--- config.mk ---
export PLATFORM = sky130hd
export DESIGN_NAME = in_bus_arbiter
export DESIGN_NICKNAME = d
export VERILOG_FILES = /design/src/rtl/in_bus_pkg.sv /design/src/rtl/in_bus_arbiter_rr_pick.sv /design/src/rtl/in_bus_arbiter.sv
export SDC_FILE = /design/constraint.sdc
export NUM_CORES = 1
export LEC_CHECK = 0
export BUFFER_PORTS_ARGS = -buffer_cell sky130_fd_sc_hd__buf_2
export CELL_PAD_IN_SITES_DETAIL_PLACEMENT = 1
export CELL_PAD_IN_SITES_GLOBAL_PLACEMENT = 2
export CORE_MARGIN = 4
export CORE_UTILIZATION = 30
export CTS_CLUSTER_DIAMETER = 200
export DETAILED_ROUTE_END_ITERATION = 7
export PLACE_DENSITY_LB_ADDON = 0.08
export REMOVE_ABC_BUFFERS = 1
export SETUP_SLACK_MARGIN = 0.02
export SYNTH_ARGS = -nofsm -noshare
export SYNTH_HDL_FRONTEND = slang
export SYNTH_SLANG_ARGS = --single-unit
--- constraint.sdc ---
create_clock -name clk -period 4.9 [get_ports clk]
set_input_delay 0.245 -clock clk [delete_from_list [all_inputs] [get_ports clk]]
set_output_delay 0.245 -clock clk [all_outputs]
set_load 0.01 [all_outputs]
--- src/rtl/in_bus_pkg.sv ---
// Shared types and address-field helpers for the in_bus arbiter slice.
package in_bus_pkg;

    typedef enum logic [1:0] {
        DIS   = 2'd0,
        IDLE  = 2'd1,
        ISSUE = 2'd2
    } arb_state_e;

    localparam int SW_ADDR_MSB  = 7;
    localparam int SW_ADDR_LSB  = 5;
    localparam int REG_ADDR_MSB = 4;
    localparam int REG_ADDR_LSB = 0;
    localparam int OP_ID_W      = 8;

    function automatic logic [2:0] sw_field(input logic [7:0] addr);
        return addr[SW_ADDR_MSB:SW_ADDR_LSB];
    endfunction

    function automatic logic sw_valid(input logic [2:0] sw, input int n);
        return int'(sw) < n;
    endfunction

endpackage

--- src/rtl/in_bus_arbiter_rr_pick.sv ---
// Combinational round-robin picker: first eligible index at or after ptr,
// wrapping to 0.
module rr_pick #(
    parameter int N  = 4,
    parameter int IW = $clog2(N)
) (
    input  logic [N-1:0]  elig,
    input  logic [IW-1:0] ptr,
    output logic [N-1:0]  onehot,
    output logic [IW-1:0] idx,
    output logic          found
);

    always_comb begin
        onehot = '0;
        idx    = '0;
        found  = 1'b0;
        for (int k = 0; k < N; k++) begin
            int j;
            j = int'(ptr) + k;
            if (j >= N) j = j - N;
            if (!found && elig[j]) begin
                found     = 1'b1;
                idx       = IW'(j);
                onehot[j] = 1'b1;
            end
        end
    end

endmodule

--- src/rtl/in_bus_arbiter.sv ---
// Round-robin arbiter sharing in_bus between host requesters.
// Define IN_ARB_ID_TAG_EN to tag op_id with the winner index.
module in_bus_arbiter
    import in_bus_pkg::*;
#(
    parameter int NUM_REQ     = 4,
    parameter int NUM_SW_INST = 5,
    parameter int W_WIDTH     = 8
) (
    input  logic                       clk,
    input  logic                       rst_n,
    input  logic                       arb_en,
    input  logic [NUM_REQ-1:0]         req,
    input  logic [NUM_REQ-1:0]         req_wr_rd,
    input  logic [NUM_REQ*8-1:0]       req_addr,
    input  logic [NUM_REQ*W_WIDTH-1:0] req_data,
    input  logic [NUM_SW_INST-1:0]     fifo_afull,
    output logic [NUM_REQ-1:0]         gnt,
    output logic [NUM_REQ-1:0]         err,
    output logic                       en_in,
    output logic                       valid,
    output logic                       wr_rd_op,
    output logic [OP_ID_W-1:0]         op_id,
    output logic [7:0]                 addr_in,
    output logic [W_WIDTH-1:0]         wr_data_in,
    output logic                       busy
);

    localparam int IW = $clog2(NUM_REQ);
`ifdef IN_ARB_ID_TAG_EN
    localparam int CNT_W = 5;
`else
    localparam int CNT_W = OP_ID_W;
`endif

    arb_state_e         state;
    logic [IW-1:0]      rr_ptr;
    logic [IW-1:0]      idx;
    logic [IW-1:0]      nxt_ptr;
    logic [NUM_REQ-1:0] elig;
    logic [NUM_REQ-1:0] pick;
    logic               found;
    logic [7:0]         afull_ext;
    logic [7:0]         w_addr;
    logic [W_WIDTH-1:0] w_data;
    logic               w_ok;
    logic [CNT_W-1:0]   cnt;
    logic [OP_ID_W-1:0] new_id;

    assign afull_ext = 8'(fifo_afull);

    // gnt is the previous cycle's grant: masks a requester still
    // holding req while it reacts to its own accept pulse.
    always_comb begin
        elig = '0;
        for (int i = 0; i < NUM_REQ; i++) begin
            elig[i] = req[i] & ~gnt[i]
                & (~sw_valid(sw_field(req_addr[8*i +: 8]), NUM_SW_INST)
                   | ~afull_ext[sw_field(req_addr[8*i +: 8])]);
        end
    end

    rr_pick #(
        .N  (NUM_REQ),
        .IW (IW)
    ) u_pick (
        .elig   (elig),
        .ptr    (rr_ptr),
        .onehot (pick),
        .idx    (idx),
        .found  (found)
    );

    assign nxt_ptr = (int'(idx) == NUM_REQ - 1) ? '0 : idx + 1'b1;
    assign w_addr  = req_addr[int'(idx)*8 +: 8];
    assign w_data  = req_data[int'(idx)*W_WIDTH +: W_WIDTH];
    assign w_ok    = sw_valid(sw_field(w_addr), NUM_SW_INST);

`ifdef IN_ARB_ID_TAG_EN
    assign new_id = {3'(idx), cnt};
`else
    assign new_id = cnt;
`endif

    assign en_in = (state != DIS);
    assign busy  = (state == ISSUE);

    always_ff @(posedge clk or negedge rst_n) begin
        if (!rst_n) begin
            state      <= DIS;
            rr_ptr     <= '0;
            cnt        <= '0;
            gnt        <= '0;
            err        <= '0;
            valid      <= 1'b0;
            wr_rd_op   <= 1'b0;
            op_id      <= '0;
            addr_in    <= '0;
            wr_data_in <= '0;
        end else begin
            gnt   <= '0;
            err   <= '0;
            valid <= 1'b0;
            if (!arb_en) begin
                state <= DIS;
            end else begin
                unique case (state)
                    DIS: state <= IDLE;
                    IDLE, ISSUE: begin
                        if (found) begin
                            state  <= ISSUE;
                            gnt    <= pick;
                            rr_ptr <= nxt_ptr;
                            if (w_ok) begin
                                valid      <= 1'b1;
                                wr_rd_op   <= req_wr_rd[idx];
                                addr_in    <= w_addr;
                                wr_data_in <= w_data;
                                op_id      <= new_id;
                                cnt        <= cnt + 1'b1;
                            end else begin
                                err <= pick;
                            end
                        end else begin
                            state <= IDLE;
                        end
                    end
                    default: state <= DIS;
                endcase
            end
        end
    end

endmodule

==> flow_summary_export.csv <==
group,metric,value,unit
status,status,"finished clean",
sta,fin_setup_tns,0,ns
drt,top_layer,"met4",
critical_path,arrival,4.13,ns
drt,wl_per_cell,16.9,µm
logic_synthesis,synth_edf_count,0,
final_layout,num-fill-cells,1235,
floorplan,boundaryPins,116,
logic_synthesis,synthFlopType,"dfrtp_1",
clock_tree,clkSinkCount,46,
final_layout,fin_nets,521,
drt,drt-pass1-iter-count,4,
sta,post-route-period-util,80.3,%
global_route,grt_max_degree,47,
sta,finClkSkew,0.00881,ns
logic_synthesis,yosys-top-cells-area,"dfrtp_1, mux2i_1, mux2_1",
power,p_sw_share,47.5,%
drt,viasPerCell,5.06,
drt,final_antenna_net_count,0,
logic_synthesis,synth-seq-cells,46,
power,p_sw,0.00128,W
sta,setup_viol,0,
drt,vias,2866,
critical_path,ff2ff_setup_slack,0.97,ns
power,ir_worst_vdd,294,µV
floorplan,die_width,111,µm
power,combinationalPowerShare,67.3,%
global_route,track_usage,15.5,%
critical_path,r2r-end,"addr_in[3]",
final_layout,final_area,0.00407,mm²
global_route,grt_overflow,0,
drt,wl_met3,432,µm
logic_synthesis,synthArstFlopShare,100,%
final_layout,synthToLayoutAreaGrowth,27.0,%
global_route,grt_pass1_vias,3029,
placed_design,placed_area,0.00396,mm²
power,p_leak,1.98,nW
run,drv_cap,0,
drt,remaining_drc_errors,0,
drt,drt_first_iter_violations,87,
power,finalPower,0.00270,W
logic_synthesis,syn-cell-area,0.00321,mm²
placed_design,hpwl,7670,µm
logic_synthesis,seq_area_frac_synth,35.9,%
sta,fmax,0.254,GHz
critical_path,setup.worst_path.start,"rr_ptr[1]",
logic_synthesis,avgSynthCellArea,10.2,µm²
critical_path,critPathCapture,"addr_in[3]",
drt,met1Wirelength,4630,µm
placed_design,numPortBuffers,115,
critical_path,r2r_cells,12,
power,p_seq_share,22.3,%
logic_synthesis,synth_cell_types,47,
clock_tree,clockBufferDepth,2,
floorplan,die_area,0.0124,mm²
drt,wl_met2,4410,µm
clock_tree,htree_levels,2,
logic_synthesis,synth_cells,314,
critical_path,worstPathMaxFanout,30,
placed_design,place_congestion,0.763,
critical_path,cp.required,5.09,ns
min_path,worst_hold_path_type,"input pin to asynchronous set/reset pin",
sta,rsz0062_at_grt,"no",
logic_synthesis,synth.most_common_cell,"dfrtp_1",
global_route,grt_pass1_wl,15700,µm
sta,tightestPinTransition,1.01,ns
clock_tree,cts_tree,"built",
floorplan,rows,37,
power,pwr-share-clk,10.3,%
clock_tree,post-cts-setup-buffers,0,
global_route,antenna_found_initial,0,
drt,routed_wl,9580,µm
sta,postLayoutSetupSlackWorst,0.967,ns
floorplan,die_y,111,µm
sta,slew_headroom,32.9,%
critical_path,endpoint_kind,"flop",
clock_tree,cts-resized-gates,0,
final_layout,drive_gt1_share,36.0,%
power,power.internal,0.00142,W
clock_tree,holdBufCountCts,0,
logic_synthesis,synth_top_cells_by_count,"dfrtp_1, mux2i_1, mux2_1, nand2_1, nor2_1",
critical_path,startpoint_type,"flop",
clock_tree,clkTransAtPathRegs,0.08,ns
logic_synthesis,yosysTopAreaCellShare,35.9,%
sta,slew_viol_final,0,
floorplan,initial_core_util,30.9,%
logic_synthesis,ys_warn_count,0,
clock_tree,worstSkewPairLatency,0.31,ns
floorplan,core_area,0.0104,mm²
power,powerDensity,663,mW/mm²
critical_path,crit_type,"flop to flop",
critical_path,reg2reg_from,"rr_ptr[1]",
sta,hold_viol,0,
sta,finalCriticalPeriod,3.93,ns
logic_synthesis,synth_area_leader_cell,"dfrtp_1",
final_layout,insertedDiodeCount,0,
clock_tree,root_buffer,"clkbuf_8",
placed_design,dp_slack,0.954,ns
clock_tree,numCtsBuffers,5,
-- state kept, by name, indices dropped and copies added (netlist names) --
signal	flops
addr_in	8
cnt	8
err	4
gnt	4
op_id	8
rr_ptr	2
state	2
valid	1
wr_data_in	8
wr_rd_op	1
-- per-stage QoR --
step	util, %	instances	hold slack, ns
global placement	38.2	558	0.455
floorplan	-	297	-0.0506
finish	39.3	566	0.104
CTS	39.3	566	0.141
global route	39.3	566	0.194
detailed placement	38.2	558	0.463
-- routing by layer --
metal  up-vias  track usage [%]
met5         -                0
met4         0             3.33
met3         8             3.42
met2        80             25.7
met1      1393             21.0
li1       1385                -
-- layout by cell type (no fill, tap or decap), drive strengths merged, types with 9 or more instances in the layout --
cell | Yosys | layout
a211oi | 21 | 21
a21oi | 20 | 20
buf | 11 | 125
dfrtp | 46 | 46
ha | 12 | 12
inv | 9 | 9
mux2 | 27 | 27
mux2i | 26 | 26
nand2 | 22 | 22
nor2 | 20 | 20
nor2b | 19 | 19
-- worst max-delay path, cell delays in order (launching register included) --
cell and delay (ns):
dfrtp_1 0.57, clkinv_1 0.11, buf_4 0.20, ha_1 0.40
nor2b_1 0.19, a22o_1 0.27, a21o_1 0.28, o32ai_4 0.41
mux2i_1 0.16, mux2_2 0.34, a21oi_4 0.14, buf_4 0.36
mux2_2 0.38
-- power by group through the flow --
| stage | clock network, W | registers (W) | logic (W) |
|---|---|---|---|
| 3_3_place_gp | 0 | 0.000607 | 0.00183 |
| 3_5_place_dp | 0 | 0.000615 | 0.00185 |
| 2_1_floorplan | 0 | 0.000666 | 0.00122 |
| 6_report | 0.000279 | 0.000603 | 0.00182 |
| 4_1_cts | 0.000292 | 0.000607 | 0.00186 |
| 5_1_grt | 0.000307 | 0.000625 | 0.00202 |
-- worst min path at each step --
stage                     cells past startpoint         end    from
after CTS                                     1  addr_in[5]   rst_n
after detailed placement                      1      cnt[7]  cnt[7]
after global routing                          1  addr_in[5]   rst_n
after floorplan                               0  addr_in[0]   rst_n
final                                         1  addr_in[5]   rst_n
after global placement                        1      cnt[7]  cnt[7]
-- logic make-up (layout without fill, tap and decap cells) --
family | count (synthesis) | in the layout | share of synthesized area [%]
and+or+nand+nor | 87 | 87 | 13.9
AOI/OAI and AO/OA | 76 | 76 | 18.2
muxes | 58 | 58 | 21.2
DFF | 46 | 46 | 35.9
buffers and inverters | 27 | 143 | 3.86
adders and majority gates | 12 | 12 | 4.68
xor gates and xnor gates | 8 | 8 | 2.19
-- final cells by class --
type                       instances  area [µm²]  share of cell area, %
clock inverter                     3        40.0                  0.983
inverter                          10        37.5                  0.922
sequential                        46        1150                   28.3
multi-input combinational        241        1950                   48.0
clock buffer                       5        68.8                   1.69
timing repair buffer             125         651                   16.0
tap                              136         170                   4.18
No activity file was read; power rests on OpenSTA's default activity.
